$ cat src/rtl/rx_speed_change_sequencer.sv
// RX speed-change sequencer: holds the RX datapath, waits for per-lane PhyStatus, then switches GEN.
// Optional WAIT_PHY timeout is enabled with macro RX_SPDCHG_TIMEOUT_EN.
module rx_speed_change_sequencer #(
  parameter int unsigned DRAIN_CYCLES   = 4,
  parameter int unsigned TIMEOUT_CYCLES = 1024,
  parameter logic [2:0]  RESET_GEN      = 3'd1
) (
  input  logic        clk,
  input  logic        reset,
  input  logic        req_valid,
  input  logic [2:0]  req_gen,
  output logic        req_ready,
  input  logic [4:0]  numberOfDetectedLanes,
  input  logic [15:0] PhyStatus,
  output logic [2:0]  GEN,
  output logic        datapathHold,
  output logic        disableDescrambler,
  output logic        done,
  output logic        error
);

  typedef enum logic [2:0] {IDLE, DRAIN, WAIT_PHY, UPDATE, RESUME} state_t;

  localparam int unsigned DW = (DRAIN_CYCLES > 1) ? $clog2(DRAIN_CYCLES) : 1;

  state_t        r_state;
  state_t        w_state_nxt;
  logic [2:0]    r_gen;
  logic [2:0]    r_target;
  logic [4:0]    r_lanes;
  logic [DW-1:0] r_drain;
  logic [15:0]   r_mask;
  logic          r_done;
  logic          r_err;

  logic          w_accept;
  logic          w_legal;
  logic          w_change;
  logic          w_drain_last;
  logic [4:0]    w_lanes_clamped;
  logic [15:0]   w_active;
  logic [15:0]   w_mask_nxt;
  logic          w_all;

`ifdef RX_SPDCHG_TIMEOUT_EN
  localparam int unsigned TW = (TIMEOUT_CYCLES > 1) ? $clog2(TIMEOUT_CYCLES) : 1;
  logic [TW-1:0] r_tmo;
  logic [2:0]    r_old_gen;
  logic          w_tmo;
  assign w_tmo = (r_tmo == TW'(TIMEOUT_CYCLES - 1));
`endif

  assign w_accept     = req_valid && (r_state == IDLE);
  assign w_legal      = (req_gen >= 3'd1) && (req_gen <= 3'd5);
  assign w_change     = w_accept && w_legal && (req_gen != r_gen);
  assign w_drain_last = (r_drain == DW'(DRAIN_CYCLES - 1));

  always_comb begin
    w_lanes_clamped = numberOfDetectedLanes;
    if (numberOfDetectedLanes == 5'd0)       w_lanes_clamped = 5'd1;
    else if (numberOfDetectedLanes > 5'd16)  w_lanes_clamped = 5'd16;
  end

  always_comb begin
    w_active = '0;
    for (int unsigned i = 0; i < 16; i++) w_active[i] = (5'(i) < r_lanes);
  end

  // Completion includes lanes reporting in the current cycle.
  assign w_mask_nxt = r_mask | (PhyStatus & w_active);
  assign w_all      = (w_mask_nxt == w_active);

  always_ff @(posedge clk or negedge reset) begin
    if (!reset) r_state <= IDLE;
    else        r_state <= w_state_nxt;
  end

  always_comb begin
    w_state_nxt = r_state;
    case (r_state)
      IDLE:     if (w_change) w_state_nxt = DRAIN;
      DRAIN:    if (w_drain_last) w_state_nxt = WAIT_PHY;
      WAIT_PHY: begin
        if (w_all) w_state_nxt = UPDATE;
`ifdef RX_SPDCHG_TIMEOUT_EN
        else if (w_tmo) w_state_nxt = IDLE;
`endif
      end
      UPDATE:   w_state_nxt = RESUME;
      RESUME:   w_state_nxt = IDLE;
      default:  w_state_nxt = IDLE;
    endcase
  end

  always_comb begin
    req_ready          = (r_state == IDLE);
    datapathHold       = (r_state != IDLE);
    disableDescrambler = (r_state != IDLE);
  end

  always_ff @(posedge clk or negedge reset) begin
    if (!reset) begin
      r_gen    <= RESET_GEN;
      r_target <= '0;
      r_lanes  <= '0;
      r_drain  <= '0;
      r_mask   <= '0;
      r_done   <= 1'b0;
      r_err    <= 1'b0;
`ifdef RX_SPDCHG_TIMEOUT_EN
      r_tmo     <= '0;
      r_old_gen <= RESET_GEN;
`endif
    end else begin
      r_done <= 1'b0;
      r_err  <= 1'b0;
      case (r_state)
        IDLE: if (w_accept) begin
          r_target <= req_gen;
          r_lanes  <= w_lanes_clamped;
          r_drain  <= '0;
`ifdef RX_SPDCHG_TIMEOUT_EN
          r_old_gen <= r_gen;
`endif
          if (!w_legal)              r_err  <= 1'b1;
          else if (req_gen == r_gen) r_done <= 1'b1;
        end
        DRAIN: begin
          r_drain <= r_drain + 1'b1;
          if (w_drain_last) begin
            r_mask <= '0;
`ifdef RX_SPDCHG_TIMEOUT_EN
            r_tmo <= '0;
`endif
          end
        end
        WAIT_PHY: begin
          r_mask <= w_mask_nxt;
`ifdef RX_SPDCHG_TIMEOUT_EN
          r_tmo <= r_tmo + 1'b1;
          if (!w_all && w_tmo) begin
            r_err <= 1'b1;
            r_gen <= r_old_gen;
          end
`endif
        end
        UPDATE:  r_gen  <= r_target;
        RESUME:  r_done <= 1'b1;
        default: ;
      endcase
    end
  end

  assign GEN   = r_gen;
  assign done  = r_done;
  assign error = r_err;

endmodule

$ cat config.mk
export PLATFORM = sky130hd
export DESIGN_NAME = rx_speed_change_sequencer
export DESIGN_NICKNAME = d
export VERILOG_FILES = /design/src/rtl/rx_speed_change_sequencer.sv
export SDC_FILE = /design/constraint.sdc
export NUM_CORES = 1
export LEC_CHECK = 0
export ABC_AREA = 1
export CORE_ASPECT_RATIO = 0.5
export CORE_UTILIZATION = 40
export DETAILED_ROUTE_END_ITERATION = 12
export HOLD_SLACK_MARGIN = 0.03
export PLACE_DENSITY = 0.7
export SETUP_SLACK_MARGIN = 0.3
export SLEW_MARGIN = 20
export SYNTH_ARGS = -nofsm -noshare
export SYNTH_HDL_FRONTEND = slang
export SYNTH_SLANG_ARGS = --single-unit
$ cat constraint.sdc
create_clock -name clk -period 2.1 [get_ports clk]
set_clock_uncertainty 0.2 [all_clocks]
set_input_delay 0.21 -clock clk [delete_from_list [all_inputs] [get_ports clk]]
set_output_delay 0.21 -clock clk [all_outputs]
set_load 0.005 [all_outputs]
==> impl_metrics.env <==
export IMPL_outcome="finished clean"
export IMPL_ant_nets=0
export IMPL_vias=1861
export IMPL_vdd_drop_max_mv=0.6148
export IMPL_area_growth_pct=30.59
export IMPL_fmax_ghz=0.5447
export IMPL_synth_top_cell_by_area="dfrtp_1"
export IMPL_cp_max_fo=7
export IMPL_synth_area_leaders="dfrtp_1 42%, nand2_1 14%, inv_1 7.9%, nand3_1 7.0%, a21oi_1 4.4%"
export IMPL_drv_slew=0
export IMPL_grt_start_max_net_pins=35
export IMPL_grt_pass1_vias=1707
export IMPL_worstPathArrival_ps=1860
export IMPL_use_met1=0.2483
export IMPL_ys_warnings_count=0
export IMPL_layout_nets=342
export IMPL_wl_per_cell_microns=11.59
export IMPL_clock_sinks=34
export IMPL_numCtsBuffers=5
export IMPL_netlist_area_sq_um=1943
export IMPL_synth_top_area_share=0.4250
export IMPL_wl_microns=4416
export IMPL_postSynthAreaPerCell_sq_um=7.305
export IMPL_antenna_found_initial=0
export IMPL_start_util=0.4289
export IMPL_tritoncts="built"
export IMPL_io_pins=35
export IMPL_cp_startpoint="r_lanes[4]"
export IMPL_ctsRootBufferMaster="clkbuf_8"
export IMPL_grt_busiest_layer="met2"
export IMPL_tns_ps=0
export IMPL_cp_start_kind="flop"
export IMPL_drive_above_1_share=0.1365
export IMPL_r2r_end="r_state[0]"
export IMPL_grt_pass1_wl_microns=7548
export IMPL_drt_initial_drc_count=88
export IMPL_dieArea_sq_um=5157
export IMPL_post_route_drc_count=0
export IMPL_grt_met3_usage=0.04378
export IMPL_die_h_microns=51.29
export IMPL_dp_final_hpwl_microns=3191
export IMPL_p_per_area_nw_per_um2=1340
export IMPL_vias_per_cell=4.885
export IMPL_dr_pass1_iters=4
export IMPL_place_gp_congestion=0.8607
export IMPL_clk_pin_slew_ps=60
export IMPL_rsz0062_at_grt="yes"
export IMPL_r2r_cells=10
export IMPL_die_x_microns=100.6
export IMPL_cap_violations=0
export IMPL_core_sq_um=4531
export IMPL_utilization=0.5601
export IMPL_slew_headroom=0.6610
export IMPL_r2r_slack_ps=260
export IMPL_tightest_slew_ps=504.6
export IMPL_grt_usage=0.1918
export IMPL_leakagePower_uw=0.001218
export IMPL_row_count=17
export IMPL_portBuffers=34
export IMPL_synth_seq_area_share=0.4385
export IMPL_clockBufferDepth=2
export IMPL_grt_use_met2=0.3185
export IMPL_period_minus_slack_ps=1836
export IMPL_netlist_instances=266
export IMPL_setup_viol=0
export IMPL_final_hold_viol_count=0
export IMPL_r2r_start="r_lanes[4]"
export IMPL_fin_crit_sh=0.8743
export IMPL_ys_types=27
export IMPL_cp_endpoint="r_state[0]"
export IMPL_critPathKind="reg -> reg"
export IMPL_hold_path_class="in -> async"
export IMPL_ys_ff_latch=34
export IMPL_synth_fp_nets=294
export IMPL_overflow=0
export IMPL_clock_latency_ps=290
export IMPL_crit_path_end_kind="flop"
export IMPL_ctsHtreeMaxLevel=2
export IMPL_cts_hold_buffers_added=0
export IMPL_worstPathRequired_ps=2130
export IMPL_antenna_cells=0
-- critical path, cell delays in order, from the launching register on --
cell and delay, ps:
dfrtp_2 450, nor2_4 200, buf_12 140, nand3_2 70
a21oi_1 160, nand3_1 90, nor2_1 130, nand3_1 100
nand2_1 80, nand3_1 80, nand2_1 70
-- flip-flops by register name (all words and copies together) (netlist names) --
register,count
done,1
r_mask,16
r_drain,2
r_state,3
GEN,3
r_lanes,5
r_target,3
error,1
-- cells in the final DEF, fill, tap and decap left out, types with 7 or more instances in the layout --
master / Yosys / final
a21oi_1: 17 / 17
buf_4: 1 / 12
clkdlybuf4s50_1: 0 / 31
dfrtp_1: 33 / 30
inv_1: 41 / 39
nand2_1: 72 / 70
nand3_1: 27 / 27
nor2_1: 12 / 11
o21ai_0: 16 / 16
o21ai_1: 7 / 7
-- worst min-delay path by stage --
stage	startpoint	endpoint	slack, ps
after floorplan	reset	GEN[1]	-290
after global placement	r_target[1]	r_target[1]	270
after detailed placement	r_target[2]	r_target[2]	270
after CTS	reset	r_drain[0]	160
after global routing	reset	done	210
final	reset	GEN[1]	140
-- layer usage --
layer | vias up | wire (microns)
met3 | 11 | 247
li1 | 950 | -
met1 | 855 | 2058
met5 | - | 0
met4 | 0 | 93
met2 | 45 | 2016
-- repair_timing --
| item | in CTS | in global routing |
|---|---|---|
| hold endpoints to repair | 0 | 0 |
| setup buffers | 8 | 1 |
| gates resized for setup | 8 | 9 |
| setup endpoints to repair | 4 | 16 |
| pin swaps | 3 | 3 |
-- stage by stage --
| step | cells | area [sq um] | hold WS [ps] | power [uW] | worst slack (ps) |
|---|---|---|---|---|---|
| floorplan | 266 | 1943 | -285.6 | 2273 | 551.2 |
| global placement | 364 | 2345 | 274.5 | 2688 | 321.4 |
| detailed placement | 364 | 2345 | 274.6 | 2715 | 264.1 |
| CTS | 380 | 2506 | 155.2 | 3351 | 308.8 |
| global route | 381 | 2537 | 206.6 | 3730 | 161.9 |
| finish | 381 | 2537 | 135.2 | 3400 | 264.0 |
-- report_power, final --
group          total (uW)  switching, uW  internal, uW
combinational        1760            968           789
sequential           1170            240           932
clock                 470            235           236
-- area by class of cell --
| cell class | count | area [sq um] |
|---|---|---|
| repair buffers | 47 | 447.9 |
| inverters | 44 | 167.7 |
| clock buffers | 8 | 80.08 |
| flip-flops and latches | 34 | 855.8 |
| multi-input cells | 182 | 903.4 |
| well taps | 66 | 82.58 |
| fillers | 400 | 1993 |
-- kinds of logic after synthesis --
family	Yosys count	synth area share
AND/OR/NAND/NOR	129	0.2956
buffers and inverters	50	0.1114
AO/OA/AOI/OAI	49	0.1346
flip-flops	34	0.4385
XOR/XNOR	3	0.01352
adder cells (fa/ha/maj)	1	0.006438
-- cell usage after synthesis --
cell and number:
a21oi_1 17, a31oi_1 1, buf_2 2, buf_4 1, buf_6 3, dfrtp_1 33, dfstp_2 1, ha_1 1
inv_1 41, inv_2 3, nand2_1 72, nand3_1 27, nand3_2 2, nand3b_1 1, nand4_1 5, nor2_1 12
nor2_2 4, nor2_4 1, nor3_1 2, o21a_1 1, o21ai_0 16, o21ai_1 7, o21ai_2 1, o22ai_1 5
o31ai_1 1, or2_2 3, xnor2_1 3
Note: power is estimated with default switching activity, not from simulation.
